**config.mk**
```make
export PLATFORM = sky130hd
export DESIGN_NAME = servo_pwm_six
export DESIGN_NICKNAME = d
export VERILOG_FILES = /design/src/rtl/servo_pwm_six.sv
export SDC_FILE = /design/constraint.sdc
export NUM_CORES = 1
export LEC_CHECK = 0
export BUFFER_PORTS_ARGS = -buffer_cell sky130_fd_sc_hd__clkbuf_2
export CAP_MARGIN = 30
export CORE_MARGIN = 4
export CORE_UTILIZATION = 55
export CTS_BUF_LIST = sky130_fd_sc_hd__clkbuf_4 sky130_fd_sc_hd__clkbuf_8
export CTS_CLUSTER_DIAMETER = 60
export DETAILED_ROUTE_END_ITERATION = 10
export PLACE_DENSITY_LB_ADDON = 0.2
export RECOVER_POWER = 100
export SLEW_MARGIN = 20
export SYNTH_ARGS = -nofsm -noshare
export SYNTH_HDL_FRONTEND = slang
export SYNTH_SLANG_ARGS = --single-unit
export TNS_END_PERCENT = 1
```
**constraint.sdc**
```tcl
create_clock -name clock -period 11.2 [get_ports clock]
set_clock_uncertainty 0.2 [all_clocks]
set_input_delay 1.12 -clock clock [delete_from_list [all_inputs] [get_ports clock]]
set_output_delay 1.12 -clock clock [all_outputs]
set_load 0.05 [all_outputs]
```
**src/rtl/servo_pwm_six.sv**
```systemverilog
// Six-channel servo PWM, double-buffered angles swapped at frame wrap; optional SERVO_CLAMP_EN saturates latched angles.
// New widths reach pwm within one frame + 2 cycles; no backpressure, validIn is a fire-and-forget strobe.
module servo_pwm_six #(
  parameter int unsigned PERIOD_CYCLES = 2000000,
  parameter int unsigned MIN_PULSE     = 100000,
  parameter int unsigned SCALE         = 24,
  parameter int unsigned SHIFT         = 0,
  parameter int unsigned ANGLE_MIN     = 1024,
  parameter int unsigned ANGLE_MAX     = 3072
) (
  input  logic        clock,
  input  logic        reset,
  input  logic        validIn,
  input  logic [11:0] angle1,
  input  logic [11:0] angle2,
  input  logic [11:0] angle3,
  input  logic [11:0] angle4,
  input  logic [11:0] angle5,
  input  logic [11:0] angle6,
  output logic [5:0]  pwm,
  output logic        frameStart,
  output logic        pending
);

  localparam int            CW     = (PERIOD_CYCLES > 1) ? $clog2(PERIOD_CYCLES) : 1;
  localparam logic [CW-1:0] LAST   = CW'(PERIOD_CYCLES - 1);
  localparam logic [11:0]   CENTRE = 12'd2048;
  localparam logic [63:0]   W_MAX  = 64'(MIN_PULSE) + ((64'd4095 * 64'(SCALE)) >> SHIFT);

  // The widest possible pulse must end before the frame does, or frames would merge.
  generate
    if (W_MAX >= 64'(PERIOD_CYCLES)) begin : g_bad_width
      $error("servo_pwm_six: MIN_PULSE + ((4095*SCALE)>>SHIFT) must be below PERIOD_CYCLES");
    end
    if ((ANGLE_MIN > ANGLE_MAX) || (ANGLE_MAX > 4095)) begin : g_bad_clamp
      $error("servo_pwm_six: clamp bounds must satisfy ANGLE_MIN <= ANGLE_MAX <= 4095");
    end
  endgenerate

  function automatic logic [11:0] f_lim(input logic [11:0] a);
`ifdef SERVO_CLAMP_EN
    logic [11:0] lo;
    logic [11:0] hi;
    lo = 12'(ANGLE_MIN);
    hi = 12'(ANGLE_MAX);
    if (a < lo)      return lo;
    else if (a > hi) return hi;
    else             return a;
`else
    return a;
`endif
  endfunction

  logic [11:0]   w_ang [6];
  logic [11:0]   w_lim [6];
  logic [63:0]   w_width [6];
  logic [5:0]    w_hit;
  logic          w_wrap;

  logic [CW-1:0] r_cnt;
  logic [11:0]   r_shadow [6];
  logic [11:0]   r_active [6];
  logic          r_pending;
  logic [5:0]    r_pwm;

  assign w_ang[0] = angle1;
  assign w_ang[1] = angle2;
  assign w_ang[2] = angle3;
  assign w_ang[3] = angle4;
  assign w_ang[4] = angle5;
  assign w_ang[5] = angle6;

  assign w_wrap = (r_cnt == LAST);

  always_comb begin
    for (int k = 0; k < 6; k++) begin
      w_lim[k]   = f_lim(w_ang[k]);
      w_width[k] = 64'(MIN_PULSE) + ((64'(r_active[k]) * 64'(SCALE)) >> SHIFT);
      w_hit[k]   = (64'(r_cnt) < w_width[k]);
    end
  end

  always_ff @(posedge clock) begin
    if (reset)       r_cnt <= '0;
    else if (w_wrap) r_cnt <= '0;
    else             r_cnt <= r_cnt + CW'(1);
  end

  // Active bank only moves on the wrap edge, so a frame never mixes two widths.
  always_ff @(posedge clock) begin
    if (reset) begin
      r_pending <= 1'b0;
      for (int k = 0; k < 6; k++) begin
        r_shadow[k] <= CENTRE;
        r_active[k] <= CENTRE;
      end
    end else begin
      if (validIn) begin
        for (int k = 0; k < 6; k++) r_shadow[k] <= w_lim[k];
      end
      if (w_wrap) begin
        r_pending <= 1'b0;
        if (validIn) begin
          for (int k = 0; k < 6; k++) r_active[k] <= w_lim[k];
        end else if (r_pending) begin
          for (int k = 0; k < 6; k++) r_active[k] <= r_shadow[k];
        end
      end else if (validIn) begin
        r_pending <= 1'b1;
      end
    end
  end

  always_ff @(posedge clock) begin
    if (reset) r_pwm <= '0;
    else       r_pwm <= w_hit;
  end

  assign pwm        = r_pwm;
  assign pending    = r_pending;
  // Gated by reset so the held-at-zero counter does not report a frame until reset is released.
  assign frameStart = (r_cnt == '0) && !reset;

endmodule

```
==> results of run 1 <==
## placed cells by master (no fill, tap or decap), drive strengths merged, types with 15 or more instances in the layout
| cell | count |
|---|---|
| a21o | 51 |
| a21oi | 123 |
| and2 | 76 |
| clkbuf | 101 |
| dfxtp | 28 |
| edfxtp | 144 |
| ha | 164 |
| inv | 76 |
| nand2 | 53 |
| nand2b | 25 |
| nand3 | 21 |
| nand4 | 16 |
| nor2 | 136 |
| nor2b | 22 |
| nor3 | 17 |
| o21a | 15 |
| o21ai | 66 |
| xnor2 | 57 |
| xor2 | 52 |
## cell families (layout without fill, tap and decap cells)
logic type      count (synthesis)  in the layout
compound gates                360            360
xor+xnor                      109            109
buf+inv                       105            190
mux                             4              4
flops                         172            172
simple gates                  430            430
fa+ha+maj                     170            170
## per-layer routing
metal	share of wire, %	up-vias	track usage [%]
li1	-	5092	-
met1	47	4662	29.1
met2	48	174	36.9
met3	3.5	37	3.37
met4	1.6	0	5.38
met5	0	-	0
## critical path, delay by kind of cell
kind / cells / cell delay, ns
buffers and inverters: 4 / 4.03
AO/OA/AOI/OAI: 1 / 0.31
AND/OR/NAND/NOR: 1 / 0.14
## power by group through the flow
| stage | clock, mW | combinational, mW | sequential [mW] |
|---|---|---|---|
| CTS | 0.487 | 0.367 | 0.745 |
| global placement | 0 | 0.352 | 0.758 |
| global route | 0.512 | 0.415 | 0.750 |
| finish | 0.477 | 0.363 | 0.746 |
| floorplan | 0 | 0.282 | 0.760 |
| detailed placement | 0 | 0.362 | 0.760 |
## how the worst max path moves through the flow
| stage | endpoint | slack, ns | cells past startpoint |
|---|---|---|---|
| after CTS | frameStart | 6.92 | 5 |
| after detailed placement | frameStart | 6.92 | 5 |
| final | r_active[4][2] | 5.41 | 6 |
| after floorplan | r_active[0][0] | 6.47 | 3 |
| after global placement | frameStart | 6.89 | 5 |
| after global routing | r_active[4][1] | 4.96 | 6 |
## area by class of cell
| cell class | count | share of cell area (%) |
|---|---|---|
| clock buffer | 17 | 1.64 |
| clock inverter | 14 | 1.26 |
| inverter | 70 | 1.84 |
| multi-input combinational | 1073 | 55.1 |
| sequential | 172 | 34.3 |
| tap | 319 | 2.80 |
| timing repair buffer | 89 | 3.10 |
## state kept, by name, indices dropped and copies added, names as in the netlist
| name | cells |
|---|---|
| pending | 1 |
| r_shadow | 72 |
| pwm | 6 |
| r_cnt | 21 |
| r_active | 72 |
==> metrics.txt, run 1 <==
violated checks=capacitance limit, slew limit; GRT overflow=0; Layout area overhead=8.07%; Adder-Cell Fraction of Synth Area=16.5%; Hold-fix buffers, CTS=0; sequential power share=47.1%; Worst EP arrival=between 5 and 6 ns; antenna violations before repair=1; Total Routing Usage GR=between 20% and 30%; HP Start=r_cnt[0]; Storage cell area=~4900 µm²; Hold Path Sink=r_cnt[0]; first-pass GRT wire length=about 47000 µm; top post-synthesis cells by area=edfxtp_1 (33%), ha_1 (16%), a21oi_1 (4.6%); Tmin final=5.79 ns; Final setup viols=0; total of flip-flops plus latches after synthesis=approximately 170; Hold Path Class=flop to flop; worst flop-to-flop path endpoint=pwm[0]; launching point of the worst reg2reg path=r_active[0][1]; multiplexer share of the synthesized area=0.313%; CP max stage delay=between 2 and 3 ns; setup tns final=0 ns; most frequent cell after synthesis=ha_1; CP cell instances=clkbuf_1 -> nor2_1 -> inv_1 -> clkbuf_1 -> o21a_2 -> buf_4; simple-gate area share of the yosys netlist=~17%; slew margin rel.=-171%; final period utilization=51.7%; number of synthesized flops with an enable pin=144; final core occ=around three fifths; Placed Cells=approximately 1.7k; Port Buffer Count=82; Via density=5.68; pwr dens=about 110 nW/µm²; gp weighted congestion=approximately 0.83; status=finished, violations left; logic gate share of total power=a little under a quarter; Yosys top cell area share=32.8%; cts bufs inserted=17; Final Routed Wirelength=28000 µm; routed len/inst=approximately 16 µm; core footprint=about 24000 µm²; max_cap viols=2; clock power share=a little under a third; design area=around 14000 µm²; syn nets=between 1.5k and 2k; Worst Tran Pin Value=roughly 4 ns; largest area contributor in the netlist=edfxtp_1; yosys warns=0; internal power=approximately 1.1 mW; Max Freq=~170 MHz; Row Count=56; Non-Filler Instances=between 1.5k and 2k; R2R setup slack=a little under 7 ns; Switching Fraction=30.1%; Syn Std Cell Area=roughly 13000 µm²; DRT Pass-1 Iters=5; final net count=1668; detailed placement HPWL=roughly 20000 µm; Total Die Area=26500 µm²; Net Sw Power=0.477 mW; post-synthesis xor/xnor area fraction=under 10%; routed vias=9965; post-synthesis compound-gate area fraction=about 18%; Post-CTS Setup Inserts=0; fraction of layout cells with a size suffix above 1=between 10% and 20%; Fin. Hold Viols=0; Worst Setup End Kind=flop; leak pwr=approximately 6.2 nW; cell count after synthesis=around 1.4k; tightest hold margin=about 0.30 ns; Die Span X=around 160 µm; largest net degree at the start of global routing=74; clk_lat worst skew=0.46 ns; fillers=~2.0k; pre-CTS WS=~7 ns; clk buf depth=2; R2R cell count=19; Most common cell on crit path=clkbuf_1; Slew Viols, Final=between 100 and 150; initial core utilization=around 56%; Post-DRT Antenna Nets=0; H-tree depth=4; drt drc=0; unrepaired setup endpoints after global routing=no; CTS tree=yes; Setup CP Type=input port to flop; Die Ht=between 150 and 200 µm; CTS resizes=0; Top Ports=83; Netlist cell types=87; Synth async-reset ratio=0%; main combinational cell family by area after synthesis=compound AO/OA/AOI/OAI gates; Worst Hold Path Cells=1; Req. time, crit path=between 10 and 15 ns; CP max stage cell=clkbuf_1; Crit Path Max Fanout=between 60 and 70; Post-synth top cells=ha_1 (164), edfxtp_1 (144), nor2_1 (133); element type at the critical path start=input port; Post-Syn Area per Cell=between 9 and 10 µm²; sequential fraction of the synthesis area=37.0%; DP Area=13900 µm²; CTS Sinks=172; Initial DRC Count=roughly 480; crit path launch=validIn; Primary FF master, synth=edfxtp_1; area taken by multi-input logic gates=7850 µm²; ANT cells=0; root buffer cell=clkbuf_8; vias in the first global route=between 9k and 10k; CTS clk-pin slew, worst paths=about 0.09 ns; setup slack after layout=between 5 and 6 ns; total power=1.59 mW; peak supply drop=76.5 µV
Note: power is estimated with default switching activity, not from simulation.
==> run 2, diff against run 1 <==
ABC_AREA = 1   (was default)
clock period = 4.95 ns   (was 11.2 ns; I/O delays follow)
==> run 2 against run 1 <==
Compared with the run above: the run still ends with capacitance limit, slew limit left; via count rose by 27%; final cell count rose by 37%; wire length rose by 15%; synthesized area rose by 8.6%; clock-buffer cell count did not move; synthesized cell count rose by 47%; setup slack got worse by 4.5 ns; register-to-register slack got worse by 5.9 ns; hold slack got worse by 0.21 ns; critical path type is now flop to flop; critical endpoint is now r_active[4][1].
==> metrics.txt, run 2 <==
Total Routing Usage GR=22.6% (was 21.7%); leak pwr=8.21 nW (was 6.21 nW); CTS resizes=0 (unchanged); R2R cell count=9 (was 19); Initial DRC Count=739 (was 479); Layout area overhead=7.49% (was 8.07%); status=finished, violations left (unchanged); setup tns final=0 ns (unchanged); Row Count=58 (was 56); Final Routed Wirelength=32200 µm (was 28000 µm); most common cell after layout, fill and taps aside=nand2_1 (was ha_1); root buffer cell=clkbuf_8 (unchanged); CTS tree=yes (unchanged); Post-CTS Setup Inserts=0 (unchanged); drt drc=0 (unchanged); Post-Syn Area per Cell=7.22 µm² (was 9.77 µm²); yosys warns=0 (unchanged); number of synthesized flops with an enable pin=144 (unchanged); ANT cells=0 (unchanged); Fin. Hold Viols=0 (unchanged); Final setup viols=0 (unchanged); cell count after synthesis=1985 (was 1350); Worst Setup End Kind=flop (unchanged); total power=3.29 mW (was 1.59 mW); crit path launch=r_cnt[10] (was validIn); Worst EP arrival=4.18 ns (was 5.68 ns); vias in the first global route=12.0k (was 9839); syn nets=2230 (was 1595); Post-DRT Antenna Nets=0 (unchanged); clk buf depth=2 (unchanged); Port Buffer Count=82 (unchanged); Slew Viols, Final=112 (was 142); Req. time, crit path=5.10 ns (was 11.09 ns); Top Ports=83 (unchanged); routed len/inst=13.4 µm (was 16.0 µm); unrepaired setup endpoints after global routing=no (unchanged); initial core utilization=56.4% (was 56.0%); violated checks=capacitance limit, slew limit (unchanged); Synth async-reset ratio=0% (unchanged); pwr dens=213 nW/µm² (was 111 nW/µm²); Tmin final=~4.0 ns; detailed placement HPWL=24200 µm (was 19900 µm); Die Span X=169 µm (was 163 µm); first-pass GRT wire length=54100 µm (was 47200 µm); final net count=2312 (was 1668); largest area contributor in the netlist=edfxtp_1 (unchanged); Max Freq=between 200 and 250 MHz; peak supply drop=199 µV (was 76.5 µV); Crit Path Max Fanout=31 (was 67); core footprint=25400 µm² (was 23500 µm²); Netlist cell types=40 (was 87); R2R setup slack=0.93 ns (was 6.85 ns); top post-synthesis cells by area=edfxtp_1 (30%), nand2_1 (19%), ha_1 (14%) (was edfxtp_1 (33%), ha_1 (16%), a21oi_1 (4.6%)); slew margin rel.=-48.0% (was -171%); Post-synth top cells=nand2_1 (710), inv_1 (288), nor2_1 (173) (was ha_1 (164), edfxtp_1 (144), nor2_1 (133)); H-tree depth=4 (unchanged); sequential fraction of the synthesis area=34.1% (was 37.0%); fraction of layout cells with a size suffix above 1=6.35% (was 10.7%); launching point of the worst reg2reg path=r_cnt[10] (was r_active[0][1]); Largest regs=r_active: 72 flops, r_shadow: 72 flops, r_cnt: 21 flops (unchanged); Die Ht=169 µm (was 163 µm); total of flip-flops plus latches after synthesis=172 (unchanged); most frequent cells in the layout=nand2_1 (711), inv_1 (289), nor2_1 (175), ha_1 (164), edfxtp_1 (144) (was ha_1 (164), edfxtp_1 (144), nor2_1 (134), a21oi_1 (121), clkbuf_2 (73)); final period utilization=81.3%; gp weighted congestion=0.909 (was 0.831); antenna violations before repair=0 (was 1); GRT overflow=0 (unchanged); element type at the critical path start=flop (was input port); max_cap viols=3 (was 2); Hold Path Class=input port to flop (was flop to flop); Yosys top cell area share=30.2% (was 32.8%); Worst Tran Pin Value=2.22 ns (was 4.06 ns); Setup CP Type=flop to flop (was input port to flop); CTS clk-pin slew, worst paths=0.11 ns (was 0.09 ns); cts bufs inserted=17 (unchanged); Syn Std Cell Area=14300 µm² (was 13200 µm²); most frequent cell after synthesis=nand2_1 (was ha_1); Via density=5.25 (was 5.68); CTS Sinks=172 (unchanged); largest net degree at the start of global routing=73 (was 74); fillers=2410 (was 2042); Hold-fix buffers, CTS=0 (unchanged); DRT Pass-1 Iters=7 (was 5); routed vias=12.7k (was 9965); Primary FF master, synth=edfxtp_1 (unchanged); clk_lat worst skew=0.48 ns (was 0.46 ns); critical path endpoint=r_active[4][1] (was r_active[4][2]); worst flop-to-flop path endpoint=r_active[4][1] (was pwm[0]); tightest hold margin=0.0929 ns (was 0.304 ns); Total Die Area=28700 µm² (was 26500 µm²)
[run 2: cell types whose count changed after synthesis, sizes merged, moves of 44 or more]
| cell | delta |
|---|---|
| xnor2 | -44 |
| nand3 | +101 |
| nor2 | +48 |
| inv | +224 |
| nand2 | +660 |
| and2 | -70 |
[run 2: power breakdown]
part | internal (mW) | total (mW) | leakage (nW) | switching (mW)
clock network | 0.386 | 1.03 | 0.201 | 0.642
logic | 0.207 | 0.585 | 6.27 | 0.378
registers | 1.64 | 1.67 | 1.74 | 0.0303
total | 2.24 | 3.29 | 8.21 | 1.05
[run 2: through the flow]
stage	util [%]	setup WS, ns	instances	cell area [µm²]
5_1_grt	60.6	0.545	2410	15400
2_1_floorplan	-	1.30	1985	14300
4_1_cts	60.9	1.34	2409	15500
3_3_place_gp	59.2	1.43	2376	15000
6_report	60.6	0.926	2410	15400
3_5_place_dp	59.3	1.38	2377	15100
[run 2: worst min path at each step]
stage,start,endpoint,slack (ns),depth (start not counted)
4_1_cts,angle6[4],r_shadow[5][4],0.08,3
2_1_floorplan,r_cnt[0],r_cnt[0],0.23,1
3_5_place_dp,r_cnt[0],r_cnt[0],0.26,1
6_report,angle6[4],r_shadow[5][4],0.09,3
5_1_grt,angle5[11],r_shadow[4][11],0.08,3
3_3_place_gp,r_cnt[0],r_cnt[0],0.26,1
[run 2: logic make-up (layout without fill, tap and decap cells)]
logic type      count (synthesis)  after routing  synth area share [%]
compound gates                156            156                  6.46
xor+xnor                       43             43                  2.63
fa+ha+maj                     170            170                  15.2
buf+inv                       321            416                  8.87
flops                         172            172                  34.1
simple gates                 1123           1123                  32.8
[run 2: layout make-up]
cell class | count | area, µm² | share of cell area, %
clock buffer | 17 | 234 | 1.52
clock inverter | 15 | 168 | 1.09
tap | 330 | 413 | 2.68
sequential | 172 | 4880 | 31.7
multi-input combinational | 1492 | 8140 | 52.9
inverter | 294 | 1100 | 7.17
timing repair buffer | 90 | 455 | 2.96
[run 2: layer usage]
metal  vias up  global-route usage (%)  wire [µm]
met4         0                    6.09        722
met1      5713                    29.7      14800
li1       6620                       -          -
met5         -                       0          0
met3        50                    2.87       1540
met2       281                    39.5      15100
[run 2: critical path: stages (launching register included)]
cell      delay, ns
dfxtp_1        0.77
clkinv_1       0.20
nor2_1         0.12
nand4_1        0.10
nor4_1         0.21
nand2_1        0.37
nor2_2         1.24
buf_4          0.49
nand2_1        0.11
nand2_1        0.07
==> run 3, diff against run 2 <==
clock period = 3.4 ns   (was 4.95 ns; I/O delays follow)
==> run 3 against run 2 <==
Compared with the run above: the run now ends clean; wire length rose by 7.0%; critical path depth grew 14; non-clock buffer count is 132 higher; sequential share of layout area decreased by 3.4 points; via count is 4.4% higher; sequential cell count did not move; sequential power up 46%; final cell count is 5.5% higher; global-route usage up 1.0 points.
==> metrics.txt, run 3 (synthesized netlist as in run 2, its figures left out) <==
status=finished, final reports clean (was finished, violations left); Total Die Area=28700 µm² (unchanged); GRT overflow=0 (unchanged); detailed placement HPWL=24400 µm (was 24200 µm); clk buf depth=2 (unchanged); first-pass GRT wire length=56500 µm (was 54100 µm); routed len/inst=13.6 µm (was 13.4 µm); Tmin final=3.35 ns (was 4.02 ns); Crit Path Max Fanout=4 (was 31); Row Count=58 (unchanged); antenna violations before repair=1 (was 0); routed vias=13.2k (was 12.7k); Final setup viols=0 (unchanged); Initial DRC Count=770 (was 739); largest net degree at the start of global routing=73 (unchanged); initial core utilization=56.4% (unchanged); Top Ports=83 (unchanged); CP delay by family, top=simple AND/OR/NAND/NOR gates (unchanged); clk_lat worst skew=0.48 ns (about the same); slew margin rel.=48.2% (was -48.0%); Largest regs=r_active: 72 flops, r_shadow: 72 flops, r_cnt: 21 flops (unchanged); Port Buffer Count=82 (unchanged); leak pwr=8.90 nW (was 8.21 nW); gp weighted congestion=0.896 (was 0.909); CP cell instances=ha_2 -> inv_2 -> fa_2 -> inv_2 -> nand2_2 -> nand2_2 -> nand3_1 -> nand2_1 -> nand2_1 -> nand2_1 -> nand3_1 -> nand2_2 -> inv_1 -> nand2_2 -> nand2_1 -> nand2_1 -> nand2_1 -> ha_1 -> nand2_2 -> nor3_2 -> o2111ai_2 -> o2111ai_2 -> nor2_1 (was clkinv_1 -> nor2_1 -> nand4_1 -> nor4_1 -> nand2_1 -> nor2_2 -> buf_4 -> nand2_1 -> nand2_1); DRT Pass-1 Iters=5 (was 7); root buffer cell=clkbuf_8 (unchanged); CTS Sinks=172 (unchanged); Max Freq=299 MHz (was 249 MHz); final period utilization=98.4% (was 81.3%); design area=17300 µm² (was 15400 µm²); ANT cells=0 (unchanged); most common cell after layout, fill and taps aside=nand2_1 (unchanged); Die Ht=169 µm (unchanged); DP Area=15200 µm² (was 15100 µm²); fraction of layout cells with a size suffix above 1=16.7% (was 6.35%); Slew Viols, Final=0 (was 112); core footprint=25400 µm² (unchanged); sum of buffers and inverters on the critical path=3 (was 2); final net count=2444 (was 2312); element type at the critical path start=flop (unchanged); most frequent cells in the layout=nand2_1 (655), inv_1 (265), nor2_1 (159), ha_1 (146), edfxtp_1 (144) (was nand2_1 (711), inv_1 (289), nor2_1 (175), ha_1 (164), edfxtp_1 (144)); drt drc=0 (unchanged); Req. time, crit path=3.56 ns (was 5.10 ns); CP max stage delay=0.39 ns (was 1.24 ns); Via density=5.20 (was 5.25); vias in the first global route=12.3k (was 12.0k); unrepaired setup endpoints after global routing=yes (was no); max_cap viols=0 (was 3); tightest hold margin=0.107 ns (was 0.0929 ns); CP max stage cell=edfxtp_1 (was nor2_2); Worst EP arrival=3.51 ns (was 4.18 ns); total power=5.00 mW (was 3.29 mW); pwr dens=290 nW/µm² (was 213 nW/µm²); Worst Setup End Kind=flop (unchanged); Total Routing Usage GR=23.6% (was 22.6%); CTS clk-pin slew, worst paths=0.10 ns (was 0.11 ns); Layout area overhead=20.4% (was 7.49%); cts bufs inserted=17 (unchanged); Post-DRT Antenna Nets=0 (unchanged); Die Span X=169 µm (unchanged); Setup CP Type=flop to flop (unchanged); Worst Tran Pin Value=0.775 ns (was 2.22 ns); Fin. Hold Viols=0 (unchanged); H-tree depth=4 (unchanged); Hold Path Class=input port to flop (unchanged); Most common cell on crit path=nand2_1 (unchanged); Final Routed Wirelength=34500 µm (was 32200 µm); peak supply drop=282 µV (was 199 µV); CTS tree=yes (unchanged)
[run 3: worst paths after layout]
check,depth (start not counted),slack (ns),startpoint,to
max,23,0.05,r_active[3][1],pwm[3]
min,2,0.11,reset,pwm[3]
max reg2reg,23,0.05,r_active[3][1],pwm[3]
min reg2reg,1,0.29,r_cnt[0],r_cnt[0]
[run 3: through the flow]
step	TNS [ns]	util [%]	setup slack, ns	std cells
4_1_cts	-0.00661	64.9	-0.00661	2515
2_1_floorplan	0	-	0.203	1985
5_1_grt	-0.882	67.9	-0.230	2542
6_report	0	67.9	0.0540	2542
3_5_place_dp	-0.351	59.9	-0.0877	2398
3_3_place_gp	0	59.9	0.0375	2398
[run 3: cell type report]
cell class / count / area [µm²]
Clock buffer: 17 / 234
Sequential cell: 172 / 4880
Fill cell: 2204 / 8150
Timing Repair Buffer: 222 / 1670
Clock inverter: 15 / 171
Tap cell: 330 / 413
Inverter: 294 / 1100
Multi-Input combinational cell: 1492 / 8770
[run 3: report_power, final]
part | switching [mW] | leakage [nW] | internal [mW]
combinational | 0.638 | 6.96 | 0.433
clock | 0.940 | 0.198 | 0.560
sequential | 0.0444 | 1.74 | 2.39
total | 1.62 | 8.90 | 3.38
[run 3: routing by layer]
| layer | share of wire (%) | up-vias | global-route usage [%] |
|---|---|---|---|
| met2 | 48 | 296 | 40.6 |
| met1 | 44 | 5975 | 30.8 |
| li1 | - | 6871 | - |
| met3 | 4.8 | 73 | 3.70 |
| met5 | 0.049 | - | 0 |
| met4 | 2.7 | 2 | 7.35 |
[run 3: worst reg2reg max path: cells and delay by family, from the launching register on]
kind,cells,cell delay (ns)
AND/OR/NAND/NOR,15,1.29
buffers and inverters,3,0.18
flip-flops,1,0.39
AO/OA/AOI/OAI,2,0.28
adder cells (fa/ha/maj),3,0.88
[run 3: repair_timing]
action | in CTS | in global routing
pin swaps | 10 | 69
gates resized for setup | 16 | 164
hold buffers | 72 | 0
setup buffers | 13 | 26
endpoints found under the hold margin | 72 | 0
endpoints found under the setup margin | 6 | 6
